File: config.mk
export PLATFORM = sky130hd
export DESIGN_NAME = tpu_seq_ctrl
export DESIGN_NICKNAME = d
export VERILOG_FILES = /design/src/rtl/tpu_seq_ctrl.sv
export SDC_FILE = /design/constraint.sdc
export NUM_CORES = 1
export LEC_CHECK = 0
export CORE_AREA = 2 2 216 218
export DETAILED_ROUTE_END_ITERATION = 8
export DIE_AREA = 0 0 218 220
export PLACE_DENSITY = 0.67
export SYNTH_ARGS = -nofsm -noshare
export SYNTH_HDL_FRONTEND = slang
export SYNTH_SLANG_ARGS = --single-unit
File: constraint.sdc
create_clock -name clk -period 4.53 [get_ports clk]
set_input_delay 0.906 -clock clk [delete_from_list [all_inputs] [get_ports clk]]
set_output_delay 0.906 -clock clk [all_outputs]
set_load 0.01 [all_outputs]
File: src/rtl/tpu_seq_ctrl.sv
// tpu_seq_ctrl: sequencer for a weight-stationary systolic MAC array.
//   Loads an nPEy x nPEx weight bank row by row, then streams a programmed
//   number of im2col activation vectors into the array (one per cycle, with
//   back-pressure). A valid shift register tracks the array latency so that
//   array outputs are captured into res_data with a one-cycle res_valid strobe.
//   done pulses for one cycle after the last result.
//
// Ports:
//   clk, nrst          clock, synchronous active-low reset
//   start, num_vectors job start (IDLE only) and vector count, latched on start
//   w_valid/w_ready    weight row handshake, w_data = one row (nPEx elements)
//   act_valid/ready    activation handshake, act_data = one im2col vector
//   array_act          registered activation vector to the array
//   array_weight       weight bank, element (r,c) at (r*nPEx+c)*dataSize
//   array_result       array outputs, nPEx elements of outputSize
//   res_valid/res_data registered result strobe and data
//   busy, done         not-IDLE flag, end-of-job pulse
module tpu_seq_ctrl #(
  parameter int dataSize      = 8,
  parameter int kernelWidth   = 3,
  parameter int numOutChannel = 3,
  parameter int outputSize    = 24,
  parameter int PIPE_LAT      = 10,
  parameter int CNT_W         = 16
) (
  input  logic                                                   clk,
  input  logic                                                   nrst,
  input  logic                                                   start,
  input  logic [CNT_W-1:0]                                       num_vectors,
  input  logic                                                   w_valid,
  output logic                                                   w_ready,
  input  logic [numOutChannel*dataSize-1:0]                      w_data,
  input  logic                                                   act_valid,
  output logic                                                   act_ready,
  input  logic [kernelWidth*kernelWidth*dataSize-1:0]            act_data,
  output logic [kernelWidth*kernelWidth*dataSize-1:0]            array_act,
  output logic [kernelWidth*kernelWidth*numOutChannel*dataSize-1:0] array_weight,
  input  logic [numOutChannel*outputSize-1:0]                    array_result,
  output logic                                                   res_valid,
  output logic [numOutChannel*outputSize-1:0]                    res_data,
  output logic                                                   busy,
  output logic                                                   done
);

  localparam int nPEy   = kernelWidth * kernelWidth;
  localparam int nPEx   = numOutChannel;
  localparam int ROW_W  = nPEx * dataSize;
  localparam int WCNT_W = (nPEy > 1) ? $clog2(nPEy) : 1;
  localparam logic [WCNT_W-1:0] W_LAST = WCNT_W'(nPEy - 1);

  typedef enum logic [2:0] {
    S_IDLE,
    S_LOAD_W,
    S_STREAM,
    S_DRAIN,
    S_DONE
  } state_t;

  state_t                         state_q, state_d;
  logic [CNT_W-1:0]               n_total_q, n_total_d;
  logic [CNT_W-1:0]               a_cnt_q, a_cnt_d;
  logic [CNT_W-1:0]               r_cnt_q, r_cnt_d;
  logic [WCNT_W-1:0]              w_cnt_q, w_cnt_d;
  logic [nPEy*ROW_W-1:0]          bank_q, bank_d;
  logic [nPEy*dataSize-1:0]       act_q, act_d;
  logic [PIPE_LAT-1:0]            vld_q, vld_d;
  logic [nPEx*outputSize-1:0]     res_q, res_d;
  logic                           res_valid_q, res_valid_d;

  logic w_hs, a_hs;

  assign w_ready   = (state_q == S_LOAD_W);
  assign act_ready = (state_q == S_STREAM) && (a_cnt_q < n_total_q);
  assign w_hs      = w_valid && w_ready;
  assign a_hs      = act_valid && act_ready;

  assign busy         = (state_q != S_IDLE);
  assign done         = (state_q == S_DONE);
  assign array_weight = bank_q;
  assign array_act    = act_q;
  assign res_data     = res_q;
  assign res_valid    = res_valid_q;

  always_comb begin
    state_d     = state_q;
    n_total_d   = n_total_q;
    a_cnt_d     = a_cnt_q;
    r_cnt_d     = r_cnt_q;
    w_cnt_d     = w_cnt_q;
    bank_d      = bank_q;
    act_d       = '0;
    res_d       = res_q;
    res_valid_d = 1'b0;
    vld_d       = vld_q;

    // Valid pipe mirrors the array latency; only a handshake injects a 1,
    // so bubbles travel through as zeros and never produce a strobe.
    if (state_q != S_IDLE) begin
      vld_d    = vld_q << 1;
      vld_d[0] = a_hs;
    end

    if (vld_q[PIPE_LAT-1]) begin
      res_d       = array_result;
      res_valid_d = 1'b1;
      r_cnt_d     = r_cnt_q + 1'b1;
    end

    case (state_q)
      S_IDLE: begin
        if (start) begin
          n_total_d = num_vectors;
          a_cnt_d   = '0;
          r_cnt_d   = '0;
          w_cnt_d   = '0;
          state_d   = S_LOAD_W;
        end
      end
      S_LOAD_W: begin
        if (w_hs) begin
          for (int unsigned r = 0; r < nPEy; r++) begin
            if (w_cnt_q == WCNT_W'(r)) bank_d[r*ROW_W +: ROW_W] = w_data;
          end
          w_cnt_d = w_cnt_q + 1'b1;
          if (w_cnt_q == W_LAST) begin
            state_d = (n_total_q == '0) ? S_DONE : S_STREAM;
          end
        end
      end
      S_STREAM: begin
        if (a_hs) begin
          act_d   = act_data;
          a_cnt_d = a_cnt_q + 1'b1;
          if (a_cnt_q == n_total_q - 1'b1) state_d = S_DRAIN;
        end
      end
      S_DRAIN: begin
        // r_cnt and vld are both pre-edge values: the final strobe has been
        // issued and nothing is left in flight.
        if ((vld_q == '0) && (r_cnt_q == n_total_q)) state_d = S_DONE;
      end
      S_DONE: begin
        state_d = S_IDLE;
      end
      default: begin
        state_d = S_IDLE;
      end
    endcase
  end

  always_ff @(posedge clk) begin
    if (!nrst) begin
      state_q     <= S_IDLE;
      n_total_q   <= '0;
      a_cnt_q     <= '0;
      r_cnt_q     <= '0;
      w_cnt_q     <= '0;
      bank_q      <= '0;
      act_q       <= '0;
      vld_q       <= '0;
      res_q       <= '0;
      res_valid_q <= 1'b0;
    end else begin
      state_q     <= state_d;
      n_total_q   <= n_total_d;
      a_cnt_q     <= a_cnt_d;
      r_cnt_q     <= r_cnt_d;
      w_cnt_q     <= w_cnt_d;
      bank_q      <= bank_d;
      act_q       <= act_d;
      vld_q       <= vld_d;
      res_q       <= res_d;
      res_valid_q <= res_valid_d;
    end
  end

endmodule

Word-level counts from Yosys, hierarchy flattened:

Cells that the tools add are included.

* register bits after elaboration: 426
* word-level logic and storage cells: 86

* mux-type cells: 18
* add/subtract/negate cells: 4
* $lt $le $gt $ge: 1
* eq/ne operators: 20
* reduce and logical (&&, ||, !) cells: 25

Operators by type and width (number)
* $mux W16: 5
* $reduce_and A3 Y1: 12
* $add A16 B1 Y16 const B: 2
* $eq A16 B16 Y1: 2
* $pmux W16 S2: 1
* $mux W3: 7
* $eq A4 B3 Y1 const B: 4
* $logic_not A16 Y1: 1
* $lt A16 B16 Y1: 1
* $sub A16 B1 Y16 const B: 1
* $pmux W3 S4: 1
* $logic_not A10 Y1: 1
* $eq A4 B2 Y1 const B: 2
* $mux W4: 2
* $pmux W4 S2: 1
* $eq A3 B2 Y1 const B: 2
* $ne A2 B1 Y1 const B: 3
* $ne A2 B2 Y1 const B: 3
* $reduce_and A6 Y1: 1
* $add A4 B1 Y4 const B: 1
* $eq A4 B1 Y1 const B: 1
* $eq A4 B4 Y1 const B: 1
* $logic_and A1 B1 Y1: 4
* $logic_not A4 Y1: 1
* other kinds (7): 8

Longest topological paths before layout:

Gate-level depths: netlist (run 1).

* depth after elaboration: 5
* gate-level depth with buffers: 12

Least setup slack after synthesis (run 1):

OpenSTA, ideal clock, no wires.

* path kind: register to output
* from: register n_total_q[1]
* to: output port act_ready
* path slack: 1.883 ns
* buffers on the path: 1
* cell stages (with the launch flop): 8
* required time: 3.624 ns
* arrival: 1.741 ns
* cells stage by stage: dfxtp_1 clkbuf_1 inv_1 ha_1 nor2b_1 o211ai_1 a211oi_2 nor3_1

* longest elaborated chain between the ends: 2

RTL lines
* start, declared: line 60 `logic [CNT_W-1:0] n_total_q, n_total_d;`
* start signal, assigned: line 165 `n_total_q <= n_total_d;`
* $lt A16 B16 Y1: line 73 `assign act_ready = (state_q == S_STREAM) && (a_cnt_q < n_total_q);`
* $logic_and A1 B1 Y1: line 73
* end, declared: line 34 `output logic act_ready,`

No other way between the ends.

Final worst setup path (run 1):

* from: register n_total_q[6]
* to: output port act_ready

The elaborated chain is that of the path after synthesis.

==> results.json, run 1 <==
{
  "slowest_delay_ns": 0.63,
  "intPower_w": 0.006574,
  "synth-edff-count": 0,
  "switching_share_pct": 22.80,
  "rsz0062_at_grt": "false",
  "io_pins": 554,
  "async_reset_ff_share_pct": 0,
  "coreArea_mm2": 0.04586,
  "r2r_start": "n_total_q[6]$_SDFFE_PN0P_",
  "hold_viol_final": 0,
  "viasPerCell": 4.851,
  "drv_slew": 0,
  "pwr-share-comb_pct": 7.5,
  "setup_violations": 0,
  "period_share_pct": 88.12,
  "cts_buffer_depth": 3,
  "grt_pass1_wl_um": 84290,
  "route.detailed.drc": 0,
  "power.static_leakage_nw": 8.296,
  "cts_tree": "built",
  "criticalPathCategory": "flip-flop to primary output",
  "portBuffers": 553,
  "crit_start": "n_total_q[6]$_SDFFE_PN0P_",
  "pwr-share-clk_pct": 47.7,
  "cts_root_buf": "clkbuf_16",
  "max_slew_margin_pct": 23.72,
  "num_antenna_cells": 0,
  "ys_seq_area_share_pct": 50.61,
  "vias": 14520,
  "critical_path_required_ns": 3.62,
  "wl_per_cell_um": 19.22,
  "place_area_mm2": 0.02263,
  "finalCriticalPeriod_ns": 3.992,
  "clkTransAtPathRegs_ns": 0.06,
  "p_switching_w": 0.001942,
  "syn_to_final_growth_pct": 44.27,
  "synth_top_area_share_pct": 50.61,
  "post_cts_resized": 0,
  "cts_num_sinks": 426,
  "syn_avg_cell_area_um2": 8.973,
  "synth_cell_types": 64,
  "powerDensity_mw_per_mm2": 350.3,
  "drt_wl_total_um": 57500,
  "start_util_pct": 36.74,
  "cp_num_buf_inv": 2,
  "die_h_um": 220,
  "synth_cells": 1878,
  "ys_ff_latch": 426,
  "grt_use_total_pct": 22.84,
  "dieArea_mm2": 0.04796,
  "outcome": "finished clean",
  "clock_skew_ns": 0.02427,
  "cts_post_setup_buffers_inserted": 0,
  "p_seq_share_pct": 44.8,
  "cts_made_buffers": 48,
  "synth_most_common_cell": "nand2_1",
  "drv_cap": 0,
  "fmax_mhz": 250.5,
  "yosys_warnings": 0,
  "fin_area_mm2": 0.02431,
  "grt_pass1_vias": 13910,
  "first_pass_iters": 7,
  "globalplace.congestion": 0.9982,
  "hold_path.class": "flip-flop to flip-flop",
  "synth_commonest_cells": "nand2_1 (516), dfxtp_1 (426), a21boi_0 (217)",
  "num-nets-final": 2560,
  "synth_area_mm2": 0.01685,
  "synthFlopType": "dfxtp_1",
  "critical_path_arrival_ns": 3.09,
  "htree_levels": 2,
  "path_max_fanout": 7,
  "die_w_um": 218,
  "postCtsHoldBufs": 0,
  "worstSkewPairLatency_ns": 0.57,
  "antenna_left": 0,
  "peakVddDrop_uv": 301.4,
  "post-synth-top-area-cell": "dfxtp_1",
  "path_delay_family": "buffers and inverters",
  "dp_hpwl_um": 41430,
  "whs_ns": 0.4552,
  "antenna_found_initial": 0,
  "critPathCaptureType": "primary output",
  "ys_top_cells_by_area": "dfxtp_1 (51%), nand2_1 (11%), a21boi_0 (9.7%)",
  "setup_tns_ns": 0,
  "drt_iter0_markers": 990,
  "path_cells": "inv_1 > ha_1 > a41o_1 > a21oi_1 > o22ai_1 > nor3_1 > clkdlybuf4s50_1",
  "overflow": 0,
  "worstHoldStart": "array_weight[172]$_SDFFE_PN0P_",
  "grt_max_degree": 178,
  "worst_slew_pin_slew_ns": 1.144,
  "crit_path_top_delay_cell": "clkdlybuf4s50_1",
  "synth_nets": 2091,
  "row_count": 79,
  "start_kind": "flip-flop",
  "drive_gt1_share_pct": 4.696
}
==> power groups by stage <==
| stage | combinational, W | clock, W | sequential [W] |
|---|---|---|---|
| after floorplan | 0.000326 | 0 | 0.00389 |
| after global placement | 0.000631 | 0 | 0.00390 |
| after detailed placement | 0.000635 | 0 | 0.00390 |
| after CTS | 0.000640 | 0.00415 | 0.00382 |
| after global routing | 0.000687 | 0.00432 | 0.00382 |
| final | 0.000639 | 0.00406 | 0.00382 |
==> per-stage QoR <==
step                power (W)  util, %  setup WS, ns  cells
global route         0.008823    53.01        0.4179   2992
finish               0.008516    53.01        0.5381   2992
global placement     0.004527    49.35         1.232   2904
detailed placement   0.004533    49.35         1.166   2904
CTS                  0.008602    53.01        0.5374   2992
floorplan            0.004212        -         1.883   1878
==> worst register-to-register path: stages (launching register included) <==
cell     delay, ns
dfxtp_1       0.46
inv_1         0.13
ha_1          0.36
a41o_1        0.23
a21oi_1       0.14
o22ai_1       0.14
nor3_1        0.42
and3_1        0.25
buf_4         0.47
and2_1        0.35
==> layer usage <==
| layer | share of wire, % | track usage [%] | wire, um |
|---|---|---|---|
| met5 | 0 | 0 | 0 |
| met4 | 2.8 | 7.506 | 1617 |
| met3 | 7.5 | 6.736 | 4331 |
| met2 | 49 | 38.26 | 28130 |
| met1 | 41 | 28.06 | 23420 |
==> cell families after synthesis <==
| kind of cell | synth area share (%) |
|---|---|
| adders and majority gates | 1.782 |
| xor gates and xnor gates | 2.755 |
| buffers and inverters | 4.336 |
| AOI/OAI and AO/OA | 13.83 |
| muxes | 4.396 |
| and+or+nand+nor | 22.29 |
| DFF | 50.61 |
==> sequential cells by signal (all words and copies together) (netlist names) <==
name / flops
w_cnt_q: 4
array_weight: 216
res_data: 72
n_total_q: 16
array_act: 72
vld_q: 10
r_cnt_q: 16
a_cnt_q: 16
state_q: 3
res_valid: 1
==> final cells by class <==
cell class / count / area [um2]
clock buffer: 71 / 1470
clock inverter: 17 / 209.0
fill: 4176 / 21550
inverter: 23 / 86.33
multi-input combinational: 1280 / 7592
sequential: 426 / 8532
tap: 607 / 759.5
timing repair buffer: 568 / 5662
==> layout by cell type (no fill, tap or decap), types with 4 or more instances in the layout <==
cell type and n:
nor4_1 7, bufinv_16 4, nor2_1 38, and2_0 4, xnor2_1 22, o21ai_0 13
buf_4 14, a21boi_1 25, clkbuf_8 14, nor3_1 13, mux2i_1 74, o211ai_1 5
a21boi_0 217, or3_1 11, or4_1 6, nand3_1 12, nor2b_1 78, ha_1 24
nand2_1 516, a21oi_1 23, o31ai_1 7, a31oi_1 6, dfxtp_1 425, xor2_1 31
and3_1 7, and2_1 82, inv_1 22, clkdlybuf4s50_1 552, nand4_1 16, clkbuf_16 50
clkinv_2 8, clkbuf_1 7
==> path summary, 6_finish.rpt <==
path / slack, ns / cells past startpoint / endpoint
worst max-delay path: 0.54 / 7 / act_ready
worst min-delay path: 0.46 / 2 / array_weight[172]$_SDFFE_PN0P_
worst max register to register: 1.50 / 9 / array_act[32]$_SDFF_PN0_
worst min register to register: 0.46 / 2 / array_weight[172]$_SDFFE_PN0P_
(Power assumes the default switching activity.)
==> run 2, diff against run 1 <==
--- a/config.mk
+++ b/config.mk
@@ -9,6 +9,7 @@
 export DETAILED_ROUTE_END_ITERATION = 8
 export DIE_AREA = 0 0 218 220
 export PLACE_DENSITY = 0.67
+export SETUP_SLACK_MARGIN = 0.15
 export SYNTH_ARGS = -nofsm -noshare
 export SYNTH_HDL_FRONTEND = slang
 export SYNTH_SLANG_ARGS = --single-unit
==> results of run 2 <==
Final layout, timing and power as in run 1 (identical DEF).
==> run 3, diff against run 2 <==
--- a/config.mk
+++ b/config.mk
@@ -5,11 +5,13 @@
 export SDC_FILE = /design/constraint.sdc
 export NUM_CORES = 1
 export LEC_CHECK = 0
+export CAP_MARGIN = 10
 export CORE_AREA = 2 2 216 218
 export DETAILED_ROUTE_END_ITERATION = 8
 export DIE_AREA = 0 0 218 220
 export PLACE_DENSITY = 0.67
 export SETUP_SLACK_MARGIN = 0.15
+export SKIP_CTS_REPAIR_TIMING = 1
 export SYNTH_ARGS = -nofsm -noshare
 export SYNTH_HDL_FRONTEND = slang
 export SYNTH_SLANG_ARGS = --single-unit
==> results of run 3 <==
Final layout, timing and power as in run 1 (identical DEF).
